==> src/rtl/l2_flush_sequencer_pkg.sv <==
`default_nettype none
// ============================================================================
// Module  : l2_flush_sequencer_pkg
// Purpose : Shared L2 geometry constants, set/way index types and the flush
//           sequencer state encoding. The FSM and any debug/stats logic use
//           the same state encoding from this package.
// Ports   : none (package)
// Rev     : 1.0  initial release
// ============================================================================
package l2_flush_sequencer_pkg;

  localparam int L2_SETS     = 256;
  localparam int L2_WAYS     = 8;
  localparam int L2_SET_BITS = 8;
  localparam int L2_WAY_BITS = 3;

  typedef logic [L2_SET_BITS-1:0] l2_set_t;
  typedef logic [L2_WAY_BITS-1:0] l2_way_t;

  typedef enum logic [2:0] {
    IDLE  = 3'd0,
    DRAIN = 3'd1,
    WALK  = 3'd2,
    FINAL = 3'd3,
    DONE  = 3'd4
  } flush_seq_state_t;

endpackage
`default_nettype wire

==> src/rtl/l2_flush_walk_cnt.sv <==
`default_nettype none
// ============================================================================
// Module  : l2_flush_walk_cnt
// Purpose : Set/way counter pair for the flush walk. Way is the inner index,
//           set the outer one. Both wrap by natural modulo arithmetic.
// Ports   : clk_i    clock
//           rst_ni   asynchronous active-low reset
//           clear_i  force both counters to 0
//           inc_i    advance one step (way first, carry into set)
//           set_o    current set index
//           way_o    current way index
//           last_o   current step is (SETS-1, WAYS-1)
// Rev     : 1.0  initial release
// ============================================================================
module l2_flush_walk_cnt #(
  parameter int SETS     = 256,
  parameter int WAYS     = 8,
  parameter int SET_BITS = 8,
  parameter int WAY_BITS = 3
) (
  input  logic                clk_i,
  input  logic                rst_ni,
  input  logic                clear_i,
  input  logic                inc_i,
  output logic [SET_BITS-1:0] set_o,
  output logic [WAY_BITS-1:0] way_o,
  output logic                last_o
);

  logic [SET_BITS-1:0] set_q, set_d;
  logic [WAY_BITS-1:0] way_q, way_d;

  always_comb begin
    set_d = set_q;
    way_d = way_q;
    if (clear_i) begin
      set_d = '0;
      way_d = '0;
    end else if (inc_i) begin
      way_d = way_q + WAY_BITS'(1);
      // WAYS is a power of two, so an all-ones way is the wrap point.
      if (&way_q) begin
        set_d = set_q + SET_BITS'(1);
      end
    end
  end

  always_ff @(posedge clk_i or negedge rst_ni) begin
    if (!rst_ni) begin
      set_q <= '0;
      way_q <= '0;
    end else begin
      set_q <= set_d;
      way_q <= way_d;
    end
  end

  assign set_o  = set_q;
  assign way_o  = way_q;
  assign last_o = (set_q == SET_BITS'(SETS - 1)) && (way_q == WAY_BITS'(WAYS - 1));

endmodule
`default_nettype wire

==> src/rtl/l2_flush_sequencer.sv <==
`default_nettype none
// ============================================================================
// Module  : l2_flush_sequencer
// Purpose : Accepts one flush command, waits for the L2 pipeline to drain,
//           walks every (set, way) handing one step per handshake to the
//           pipeline, waits for idle again and pulses flush_done_o.
// Ports   : clk_i           clock
//           rst_ni          asynchronous active-low reset
//           flush_valid_i   flush command valid
//           flush_is_all_i  1 = data + instruction lines, 0 = instr/clean only
//           flush_ready_o   command accepted on valid && ready
//           idle_i          pipeline has no outstanding work
//           evict_stall_i   pipeline cannot take a step this cycle
//           step_valid_o    step request to pipeline
//           step_ready_i    pipeline accepts step
//           step_set_o      set index of current step
//           step_way_o      way index of current step
//           step_is_all_o   latched flush_is_all_i
//           step_last_o     current step is the final (set, way)
//           busy_o          sequencer not in IDLE
//           flush_done_o    one-cycle completion pulse
// Rev     : 1.0  initial release
// ============================================================================
module l2_flush_sequencer
  import l2_flush_sequencer_pkg::*;
#(
  parameter int SETS     = L2_SETS,
  parameter int WAYS     = L2_WAYS,
  parameter int SET_BITS = L2_SET_BITS,
  parameter int WAY_BITS = L2_WAY_BITS
) (
  input  logic                clk_i,
  input  logic                rst_ni,
  input  logic                flush_valid_i,
  input  logic                flush_is_all_i,
  output logic                flush_ready_o,
  input  logic                idle_i,
  input  logic                evict_stall_i,
  output logic                step_valid_o,
  input  logic                step_ready_i,
  output logic [SET_BITS-1:0] step_set_o,
  output logic [WAY_BITS-1:0] step_way_o,
  output logic                step_is_all_o,
  output logic                step_last_o,
  output logic                busy_o,
  output logic                flush_done_o
);

  flush_seq_state_t state_q, state_d;
  logic             is_all_q, is_all_d;
  logic             cnt_clear;
  logic             cnt_inc;
  logic             cnt_last;
  logic             step_hs;

  l2_flush_walk_cnt #(
    .SETS     (SETS),
    .WAYS     (WAYS),
    .SET_BITS (SET_BITS),
    .WAY_BITS (WAY_BITS)
  ) u_walk_cnt (
    .clk_i   (clk_i),
    .rst_ni  (rst_ni),
    .clear_i (cnt_clear),
    .inc_i   (cnt_inc),
    .set_o   (step_set_o),
    .way_o   (step_way_o),
    .last_o  (cnt_last)
  );

  always_comb begin
    state_d       = state_q;
    is_all_d      = is_all_q;
    flush_ready_o = 1'b0;
    step_valid_o  = 1'b0;
    busy_o        = 1'b1;
    flush_done_o  = 1'b0;
    cnt_clear     = 1'b0;
    cnt_inc       = 1'b0;
    step_hs       = 1'b0;
    unique case (state_q)
      IDLE: begin
        busy_o        = 1'b0;
        flush_ready_o = 1'b1;
        if (flush_valid_i) begin
          is_all_d  = flush_is_all_i;
          cnt_clear = 1'b1;
          state_d   = DRAIN;
        end
      end
      DRAIN: begin
        if (idle_i) begin
          state_d = WALK;
        end
      end
      WALK: begin
        // Stall gates the request combinationally so no handshake can
        // complete in a cycle the pipeline cannot absorb a step.
        step_valid_o = !evict_stall_i;
        step_hs      = !evict_stall_i && step_ready_i;
        cnt_inc      = step_hs;
        // The counters wrap to 0 on the final handshake by modulo arithmetic.
        if (step_hs && cnt_last) begin
          state_d = FINAL;
        end
      end
      FINAL: begin
        if (idle_i) begin
          state_d = DONE;
        end
      end
      DONE: begin
        flush_done_o = 1'b1;
        state_d      = IDLE;
      end
      default: begin
        state_d = IDLE;
      end
    endcase
  end

  always_ff @(posedge clk_i or negedge rst_ni) begin
    if (!rst_ni) begin
      state_q  <= IDLE;
      is_all_q <= 1'b0;
    end else begin
      state_q  <= state_d;
      is_all_q <= is_all_d;
    end
  end

  assign step_is_all_o = is_all_q;
  // Only meaningful while walking; keeps the output quiet elsewhere.
  assign step_last_o   = (state_q == WALK) && cnt_last;

endmodule
`default_nettype wire

==> config.mk <==
export PLATFORM = sky130hd
export DESIGN_NAME = l2_flush_sequencer
export DESIGN_NICKNAME = d
export VERILOG_FILES = /design/src/rtl/l2_flush_sequencer_pkg.sv /design/src/rtl/l2_flush_walk_cnt.sv /design/src/rtl/l2_flush_sequencer.sv
export SDC_FILE = /design/constraint.sdc
export NUM_CORES = 1
export LEC_CHECK = 0
export CAP_MARGIN = 10
export CORE_ASPECT_RATIO = 1.4
export CORE_UTILIZATION = 25
export DETAILED_ROUTE_END_ITERATION = 7
export SYNTH_ARGS = -nofsm -noshare
export SYNTH_HDL_FRONTEND = slang
export SYNTH_SLANG_ARGS = --single-unit
==> constraint.sdc <==
create_clock -name clk_i -period 2.8 [get_ports clk_i]
set_clock_uncertainty 0.1 [all_clocks]
set_input_delay 0.28 -clock clk_i [delete_from_list [all_inputs] [get_ports clk_i]]
set_output_delay 0.28 -clock clk_i [all_outputs]
set_load 0.02 [all_outputs]
; ---- After elaboration in Yosys (flattened, before gate mapping)
; Cells that the tools add are included.
[word_totals]
register_bits = 15
inputBits = 7
output_inout_bits = 17
wordCells = 45
[classes]
add_sub_neg = 2
eq_ne = 10
muxes = 17
reduce_logical = 12
[op_table]
columns = op, n
row1 = 8-bit 2-to-1 mux, 3
row2 = 3-bit 2-to-1 mux, 6
row3 = 3-bit case mux with 4 select lines, 1
row4 = 8-bit by 1-bit adder with 8-bit output (second input constant), 1
row5 = 8-bit == test (second input constant), 1
row6 = 2-bit inequality test (second input constant), 4
row7 = 1-bit 2-to-1 mux, 7
row8 = 3-bit by 2-bit == test with 1-bit output (second input constant), 2
row9 = 3-bit == test (second input constant), 2
row10 = 1-bit logical AND, 4
row11 = 2-bit AND reduction, 2
row12 = 4-bit AND reduction, 1
row13 = 2-bit nonzero test, 2
row14 = 3-bit by 1-bit adder with 3-bit output (second input constant), 1
row15 = 3-bit by 1-bit == test with 1-bit output (second input constant), 1
row16 = 3-bit logical NOT, 1
row17 = 3-bit AND reduction, 1
row18 = 1-bit logical NOT, 1

; ---- Depth between registers and ports, before layout
; Gate-level depths: netlist of the first run.
[depth]
depth_word = 5
depth_mapped = 6
mapped_depth_nobuf = 5

; ---- Hierarchy
; A second synthesis of the first run with hierarchy kept.
[hier_totals]
hier_cells = 78
area_unflattened_um2 = 807.0
[by_module_without_submodules]
columns = mod, instances, cells_per_inst, area_per_inst_um2, seq_area_each_um2
row1 = l2_flush_walk_cnt, 1, 55, 556.8, 275.3
row2 = l2_flush_sequencer, 1, 23, 250.2, 100.1

; ---- Worst setup path after synthesis of the first run
; OpenSTA, ideal clock, no wires.
[synth_path]
path_kind = register to output
start = reg u_walk_cnt.set_q[0], in the netlist u_walk_cnt.set_o[0]
end = out step_last_o
t_arrival_ps = 1733
required_time_ps = 2420
slack_ps = 687
path_stages_with_launch = 5
n_path_buf = 0
cell_sequence = dfrtp_1 > ha_1 > nand3_1 > or3_1 > nor3_1
[synth_between]
elab_chain_cells = 3
[synth_lines]
columns = item, line_no
row1 = start: declaration, l2_flush_walk_cnt.sv:30  ; logic [SET_BITS-1:0] set_q, set_d;
row2 = start signal: assignment, l2_flush_walk_cnt.sv:53  ; set_q <= set_d;
row3 = 8-bit == test, l2_flush_walk_cnt.sv:60  ; assign last_o = (set_q == SET_BITS'(SETS - 1)) && (way_q == WAY_BITS'(WAYS - 1));
row4 = 1-bit logical AND, l2_flush_walk_cnt.sv:60
row5 = 1-bit logical AND, l2_flush_sequencer.sv:134  ; assign step_last_o = (state_q == WALK) && cnt_last;
row6 = end: declaration, l2_flush_sequencer.sv:44  ; output logic step_last_o,
; No other way between the ends.

; ---- Final worst setup path of the first run
; Same ends and word-level chain as after synthesis.

==> results.ini, run 1 <==
[run_status]
status = completed

[clock_network]
clk_pin_slew_ps = 60
post_cts_buffers = 0
clkSinkCount = 15
insertion_delay_ps = 240
root_buffer = clkbuf_8
cts_tree = built
htreeDepth = 1
cts_resized = 0
hold_buffers = 0
cts_buffer_depth = 2
cts_inserted_buffers = 3

[pwr]
power_frac_seq_pct = 38.3
power.density_mw_per_mm2 = 710
pwr-share-comb_pct = 40.4
internal_power_uw = 510
p_sw_uw = 290
p_leak_uw = 0.000461
clock_power_share_pct = 21.3
netSwitchingFraction_pct = 36.2
peakVddDrop_mv = 0.366

[worst_setup_path]
reg2regPathDepth = 3
critPathRequiredTime_ps = 2420
worst_setup_path_start_kind = flip-flop
crit_arrival_ps = 2250
critPathKind = reg -> out
end_kind = primary output
cp_max_fo = 7
r2r-start = state_q[2]
ff2ff_setup_slack_ps = 850
reg2reg_to = u_walk_cnt.set_o[4]

[final_layout]
final_area_mm2 = 0.00113
area_growth_pct = 35.5
fin_util_pct = 35.8
layout-drive-gt1-share_pct = 6.42
num_antenna_cells = 0
fin_cells = 148
fin_nets = 120
layout.cells.most_common_list = 23 x clkdlybuf4s50_1, 15 x dfrtp_1, 11 x nand2_1
final_common_cell = clkdlybuf4s50_1

[logic_synthesis]
netlist_instances = 86
yosysWarnings = 0
async_reset_ff_share_pct = 100
synth_cell_types = 28
syn_area_per_cell_um2 = 9.67
synth-edff-count = 0
synth-main-ff-cell = dfrtp_1
synthesis.nets = 96
ys_ff_latch = 15
syn_area_um2 = 832
ys_seq_area_share_pct = 45.1

[sta]
slew_headroom_pct = 55.6
finalHoldViolCount = 0
fin_hold_ws_ps = 344
grt_setup_unrepaired = no
worstMarginPinSlew_ps = 664
slew_viol_final = 0
period_needed_ps = 2630
fmax_mhz = 380
min_period_over_period_pct = 94.0
setup_viol = 0
tns_ps = 0

[placement]
place_inst = 144
hpwl_mm = 1.37
placed_cell_area_mm2 = 0.00108
gp_congestion = 0.740
io_buffer_count = 23

[routing]
route.detailed.wl_per_inst_um = 12.7
vias = 728
vias_per_cell = 4.92
ant_nets = 0
wirelength_mm = 1.88
drc_errors = 0
drt_iter0_drc = 11
dr.pass1.iters = 4

[global_routing]
met2_usage_pct = 19.0
antenna_found_initial = 0
grt_start_max_net_pins = 16
grt_pass1_vias = 744
grt.total_usage_pct = 11.8
met1_usage_pct = 15.5
grt_pass1_wl_mm = 3.22
grt.busiest_layer = met2
grt-ovfl-total = 0
use_met3_pct = 2.18

[floorplan]
initial_core_util_pct = 26.4
die_w_um = 50.8
fp.dieH_um = 70.3
rows = 24
dieArea_mm2 = 0.00357
ioPinCount = 24
core_area_mm2 = 0.00315

[flow_run]
max-cap-violations = 0

[hold_path]
min_path_type = in -> async

layout make-up:
class	count	area (um2)
multi-input combinational	63	409
sequential	15	375
inverter	3	11.3
fill	350	2030
timing repair buffer	24	238
clock buffer	4	45.0
tap	39	48.8
power groups by stage:
stage | registers, uW | logic [uW] | clock network (uW)
floorplan | 302 | 210 | 0
global placement | 309 | 317 | 0
detailed placement | 310 | 324 | 0
CTS | 307 | 327 | 178
global route | 314 | 352 | 184
finish | 307 | 324 | 170
per-stage QoR:
stage | total power, uW | setup slack, ps
after floorplan | 512 | 687
after global placement | 626 | 389
after detailed placement | 634 | 387
after CTS | 812 | 147
after global routing | 850 | 31.3
final | 800 | 168
synth_stat cells (3+ instances only):
cell type	count	area [um2]
nand2b_1	3	18.8
nor4_1	3	18.8
inv_1	3	11.3
ha_1	3	37.5
nand3_1	3	15.0
mux2i_1	4	40.0
nor2_1	3	11.3
o21ai_0	3	15.0
nand4_1	4	25.0
nand2_1	11	41.3
dfrtp_1	15	375
a21oi_1	6	30.0
metal layers:
metal / vias up / share of wire, % / routed length (um)
li1: 360 / - / -
met1: 345 / 45 / 843
met2: 21 / 49 / 919
met3: 2 / 5.8 / 108
met4: 0 / 0.21 / 4
met5: - / 0 / 0
registers in the layout, summed over array words and instances (netlist names):
name	count
u_walk_cnt.set_o	8
state_q	3
u_walk_cnt.way_o	3
step_is_all_o	1
worst max-delay path, stage by stage (launching register included):
cell and delay (ps):
dfrtp_1 440, ha_1 210, nand3_1 130, or3_1 430, nor3_1 180, clkdlybuf4s50_1 620
how the worst max path moves through the flow:
stage / startpoint / to / cells past startpoint
6_report: u_walk_cnt.set_o[0] / step_last_o / 5
5_1_grt: u_walk_cnt.set_o[0] / step_last_o / 5
4_1_cts: u_walk_cnt.set_o[0] / step_last_o / 5
3_5_place_dp: evict_stall_i / step_valid_o / 4
2_1_floorplan: u_walk_cnt.set_o[0] / step_last_o / 4
3_3_place_gp: evict_stall_i / step_valid_o / 4
logic make-up after synthesis:
kind of cell               count (synthesis)  synth area share [%]
DFF                                       15                  45.1
xor gates and xnor gates                   1                  1.05
adders and majority gates                  3                  4.51
muxes                                      5                  6.17
AOI/OAI and AO/OA                         14                  10.1
buffers and inverters                      8                  5.71
and+or+nand+nor                           40                  27.4
(Power assumes the default switching activity.)
==> run 2: changes to the inputs <==
- ABC_AREA: default -> 1
- clock period: 2.8 -> 2.2 ns (I/O delays scaled with it)
==> run 2 against run 1 <==
  * Combinational power is 43% higher
  * First-iteration DRC count is 45% higher
  * Critical path depth shrank 1
  * Sequential share of layout area down 2.4 points
  * Die area is 7.3% higher
  * Critical endpoint is now step_valid_o
  * Largest power group unchanged
  * Highest routed layer unchanged
==> results.ini, run 2 <==
[final_layout]
final_common_cell = nand2_1
fin_cells = 183  ; +24%
num-fill-cells = 352  ; +0.57%
layout.cells.most_common_list = 39 x nand2_1, 22 x clkdlybuf4s50_1, 16 x nand3_1
fin_nets = 154  ; +28%
largest_reg_flops = 8  ; unchanged
area_growth_pct = 35.8
layout-drive-gt1-share_pct = 7.69  ; +1.3 points
num_antenna_cells = 0  ; unchanged
final_area_mm2 = 0.00121  ; +7.8%

[clock_network]
cts_tree = built
root_buffer = clkbuf_8
clkSinkCount = 15  ; unchanged
cts_inserted_buffers = 3  ; unchanged
post_cts_buffers = 0  ; unchanged
htreeDepth = 1  ; unchanged
insertion_delay_ps = 240  ; about the same
cts_buffer_depth = 2  ; unchanged
clk_pin_slew_ps = 60  ; about the same

[logic_synthesis]
synth-edff-count = 0  ; unchanged
post-synth-top-count-cell = nand2_1
synth_cell_types = 21  ; -25%
yosysWarnings = 0  ; unchanged
async_reset_ff_share_pct = 100  ; unchanged
synth-main-ff-cell = dfrtp_1
synthTopCellsByCount = 39 x nand2_1, 16 x nand3_1, 15 x dfrtp_1, 15 x inv_1, 7 x nor2_1
netlist_instances = 116  ; +35%
ys_ff_latch = 15  ; unchanged
synthesis.nets = 126  ; +31%
synth_top_area_share_pct = 42.0  ; -3.2 points
syn_area_per_cell_um2 = 7.71  ; -20%
ys_seq_area_share_pct = 42.0  ; -3.2 points
synth.largest_area_cell = dfrtp_1
ys_top_cells_by_area = dfrtp_1 42%, nand2_1 16%, nand3_1 9.0%, inv_1 6.3%, ha_1 4.2%
syn_area_um2 = 895  ; +7.5%

[worst_setup_path]
reg2regPathDepth = 8  ; +5
cp_slowest_cell = clkdlybuf4s50_1
ff2ff_setup_slack_ps = 650  ; -200 ps
cp_max_fo = 5  ; -2
critPathRequiredTime_ps = 1880  ; -540 ps
reg2reg_to = u_walk_cnt.set_o[0]
crit_path_max_incr_delay_ps = 610  ; about the same
cp_cell_sequence = nor2_4, nand2_1, nor2_1, clkdlybuf4s50_1
critPathKind = reg -> out
end_kind = primary output
worst_setup_path_start_kind = flip-flop
crit_arrival_ps = 1720  ; -530 ps
r2r-start = u_walk_cnt.way_o[0]

[floorplan]
initial_core_util_pct = 26.2  ; -0.15 points
core_area_mm2 = 0.00341  ; +8.1%
fp.dieH_um = 72.8  ; +3.6%
dieArea_mm2 = 0.00382  ; +7.3%
rows = 25  ; +4.2%
ioPinCount = 24  ; unchanged
die_w_um = 52.6  ; +3.5%

[placement]
hpwl_mm = 1.54  ; +12%
placed_cell_area_mm2 = 0.00117  ; +8.2%
io_buffer_count = 23  ; unchanged
gp_congestion = 0.717  ; -3.1%
place_inst = 179  ; +24%

[routing]
highest_layer = met4
vias_per_cell = 4.58  ; -6.8%
ant_nets = 0  ; unchanged
vias = 839  ; +15%
wl_met2_mm = 1.02  ; +11%
drc_errors = 0  ; unchanged
wirelength_mm = 1.91  ; +1.8%
dr_wl_met3_um = 94  ; -13%
drt-met1-wl_um = 774  ; -8.2%
dr.pass1.iters = 4  ; unchanged
drt_iter0_drc = 16  ; +5
route.detailed.wl_per_inst_um = 10.4  ; -18%

[flow_run]
max-cap-violations = 0  ; unchanged

[global_routing]
grt_pass1_vias = 859  ; +15%
grt-ovfl-total = 0  ; unchanged
antenna_found_initial = 0  ; unchanged
grt_pass1_wl_mm = 3.48  ; +8.4%
grt.total_usage_pct = 11.9  ; +0.076 points
grt_start_max_net_pins = 16  ; unchanged

[pwr]
p_leak_uw = 0.000634  ; +38%
netSwitchingFraction_pct = 39.6  ; +3.4 points
power_frac_seq_pct = 36.4  ; -1.9 points
power.density_mw_per_mm2 = 884  ; +25%
p_sw_uw = 425  ; +47%
internal_power_uw = 649  ; +27%
clock_power_share_pct = 20.6  ; -0.7 points
finalPower_uw = 1070  ; +34%
pwr-share-comb_pct = 43.0  ; +2.6 points
peakVddDrop_mv = 0.485  ; +32%

[sta]
setup_viol = 0  ; unchanged
min_period_over_period_pct = 92.6
slew_viol_final = 0  ; unchanged
tns_ps = 0  ; unchanged
fmax_mhz = 491
grt_setup_unrepaired = no
period_needed_ps = 2040
slew_headroom_pct = 53.8  ; -1.8 points
finalHoldViolCount = 0  ; unchanged
worstMarginPinSlew_ps = 690  ; +26.2 ps

[run_status]
status = completed

[hold_path]
min_path_type = in -> async

## run 2: changes by cell type after synthesis, moves of 3 or more
cell	before	now
nand2_1	11	39
nand3_1	3	16
inv_1	3	15
a21oi_1	6	1
mux2i_1	4	0
nor2_1	3	7
nand2b_1	3	0
nor2_4	0	3
## run 2: area by class of cell
class,instances,area (um2),area share (%)
inverter,16,60.1,4.94
sequential,15,375,30.9
tap,40,50.0,4.12
multi-input combinational,84,448,36.9
timing repair buffer,24,236,19.5
clock buffer,4,45.0,3.71
## run 2: logic make-up after synthesis
kind of cell             after synthesis  share of synthesized area, %
AND/OR/NAND/NOR                       75                          41.0
AO/OA/AOI/OAI                          3                          1.96
flip-flops                            15                          42.0
XOR/XNOR                               3                          2.94
buffers and inverters                 17                          7.97
adder cells (fa/ha/maj)                3                          4.20
## run 2: critical path: cells and delay by family, from the launching register on
kind | cells | cell delay, ps
DFF | 1 | 450
and+or+nand+nor | 3 | 420
buffers and inverters | 1 | 610
## run 2: power by group through the flow
stage	clock (uW)	combinational (uW)	sequential (uW)
2_1_floorplan	0	268	419
6_report	221	462	391
5_1_grt	240	522	397
3_5_place_dp	0	468	395
4_1_cts	225	471	391
3_3_place_gp	0	463	390
## run 2: worst max path at each step
stage | startpoint | end | slack (ps) | cells past startpoint
2_1_floorplan | u_walk_cnt.way_o[0] | step_last_o | 260 | 4
3_3_place_gp | u_walk_cnt.set_o[0] | step_last_o | 190 | 6
3_5_place_dp | u_walk_cnt.set_o[0] | step_last_o | 170 | 6
4_1_cts | state_q[0] | step_valid_o | 150 | 4
5_1_grt | u_walk_cnt.set_o[0] | step_last_o | 50 | 6
6_report | state_q[0] | step_valid_o | 160 | 4
## run 2: routing by layer
metal / up-vias / global-route usage, %
met5: - / 0
met4: 0 / 3.51
met3: 4 / 2.50
met2: 21 / 22.1
met1: 390 / 13.1
li1: 424 / -
## run 2: what timing repair did
action                     4_1_cts  5_1_grt
resized for setup                1        0
hold buffers                     0        0
setup endpoints to repair        1        0
## run 2: metrics by stage
step                      hold WS (ps)  utilization, %  worst slack (ps)
final                              293            35.6               163
after global routing               357            35.6              49.9
after CTS                          329            35.6               151
after detailed placement           366            34.3               170
after global placement             364            34.3               194
after floorplan                   -176               -               264
==> run 3: changes to the inputs <==
- GPL_ROUTABILITY_DRIVEN: default -> 0
- clock period: 2.2 -> 1.75 ns (I/O delays scaled with it)
==> run 3 against run 2 <==
  * The flow now finishes with violations (setup timing)
  * Die area did not move
  * Total power grew 33%
  * Worst hold slack worse by 150 ps
  * Utilization increased by 5.1 points
  * First-iteration DRC count grew 75%
  * Sequential power is 22% higher
  * Critical endpoint is now step_last_o
  * Largest cell class unchanged
==> results.ini, run 3 (same netlist as run 2, synthesis figures left out) <==
[flow_run]
max-cap-violations = 0  ; unchanged

[routing]
drc_errors = 0  ; unchanged
ant_nets = 0  ; unchanged
vias_per_cell = 4.60  ; +0.36%
vias = 934  ; +11%
wirelength_mm = 2.17  ; +14%
route.detailed.wl_per_inst_um = 10.7  ; +2.3%
dr.pass1.iters = 4  ; unchanged
drt_iter0_drc = 28  ; +12

[run_status]
status = complete, but fails checks
violations = setup timing

[floorplan]
dieArea_mm2 = 0.00382  ; unchanged
ioPinCount = 24  ; unchanged
die_w_um = 52.6  ; unchanged
core_area_mm2 = 0.00341  ; unchanged
initial_core_util_pct = 26.2  ; unchanged
rows = 25  ; unchanged
fp.dieH_um = 72.8  ; unchanged

[sta]
worstMarginPinSlew_ps = 239  ; -451 ps
period_needed_ps = 1750
setup_ws_ps = -4.27  ; -167 ps
slew_viol_final = 0  ; unchanged
setup_viol = 1  ; +1
fmax_mhz = 570
finalHoldViolCount = 0  ; unchanged
grt_setup_unrepaired = yes
tns_ps = -4.27  ; -4.27 ps
slew_headroom_pct = 84.0  ; +30 points
min_period_over_period_pct = 100

[final_layout]
layout-drive-gt1-share_pct = 23.3  ; +16 points
num_antenna_cells = 0  ; unchanged
area_growth_pct = 55.1
num-fill-cells = 346  ; -1.7%
layout.cells.most_common_list = 38 x nand2_1, 22 x buf_4, 18 x clkdlybuf4s50_1
final_common_cell = nand2_1
fin_nets = 174  ; +13%
largest_reg_flops = 8  ; unchanged

[clock_network]
cts_inserted_buffers = 3  ; unchanged
insertion_delay_ps = 240  ; about the same
clk_pin_slew_ps = 60  ; about the same
clkSinkCount = 15  ; unchanged
cts_tree = built
root_buffer = clkbuf_8
htreeDepth = 1  ; unchanged
hold_buffers = 0  ; unchanged
cts_buffer_depth = 2  ; unchanged

[hold_path]
min_path_type = in -> async

[global_routing]
grt_pass1_wl_mm = 3.60  ; +3.4%
grt_pass1_vias = 885  ; +3.0%
antenna_found_initial = 0  ; unchanged
grt_start_max_net_pins = 16  ; unchanged
grt-ovfl-total = 0  ; unchanged
grt.total_usage_pct = 12.5  ; +0.59 points

[placement]
hpwl_mm = 1.68  ; +9.3%
io_buffer_count = 23  ; unchanged
pre_cts_ws_ps = -154  ; -323 ps

[pwr]
finalPower_uw = 1430  ; +33%
peakVddDrop_mv = 0.690  ; +42%
power.density_mw_per_mm2 = 1030  ; +16%
p_leak_uw = 0.000751  ; +18%

[worst_setup_path]
end_kind = primary output
cp_max_fo = 2  ; -3
reg2regPathDepth = 8  ; unchanged
r2r-start = u_walk_cnt.way_o[0]
critPathRequiredTime_ps = 1470  ; -410 ps
worst_setup_path_start_kind = flip-flop
critPathKind = reg -> out
crit_arrival_ps = 1480  ; -240 ps
startpoint = u_walk_cnt.set_o[0]

## run 3: metal layers
metal	routed length, um	vias up	track usage, %
li1	-	467	-
met1	885	431	14.0
met2	1120	30	22.5
met3	112	6	2.08
met4	46	0	5.26
met5	0	-	0
## run 3: final cells by class
class	instances	area, um2	share of cell area [%]
flip-flops and latches	15	375	27.1
repair buffers	44	377	27.1
inverters	16	60.1	4.33
multi-input cells	84	480	34.6
clock buffers	4	45.0	3.25
well taps	40	50.0	3.61
## run 3: through the flow
stage                     std cells  area, um2  hold WS, ps  util [%]
after global placement          196       1310          360      38.3
final                           203       1390          146      40.7
after global routing            203       1390          166      40.7
after CTS                       200       1340          150      39.3
after detailed placement        196       1310          371      38.3
after floorplan                 116        901         -221         -
## run 3: power by group
group,switching (uW),internal (uW)
combinational,383,294
clock,112,161
sequential,60.8,415
total,556,870
## run 3: final timing paths
kind	endpoint	slack, ps
min in group clk_i	step_is_all_o	370
hold / removal	state_q[1]	150
setup reg to reg	u_walk_cnt.set_o[7]	150
setup / recovery	step_last_o	-4
hold reg to reg	step_is_all_o	380
max in group asynchronous	step_is_all_o	1230
## run 3: critical path, cell delays in order, from the launching register on
cell and delay, ps:
dfrtp_1 370, ha_2 200, nand2_2 60, inv_2 70, nand3_4 80, nor4_4 270
buf_4 180
## run 3: timing repair
| action | in CTS | in global routing |
|---|---|---|
| gates resized for setup | 9 | 9 |
| gates cloned | 0 | 0 |
| setup buffers | 0 | 3 |
| setup endpoints to repair | 5 | 2 |
| pin swaps | 0 | 3 |
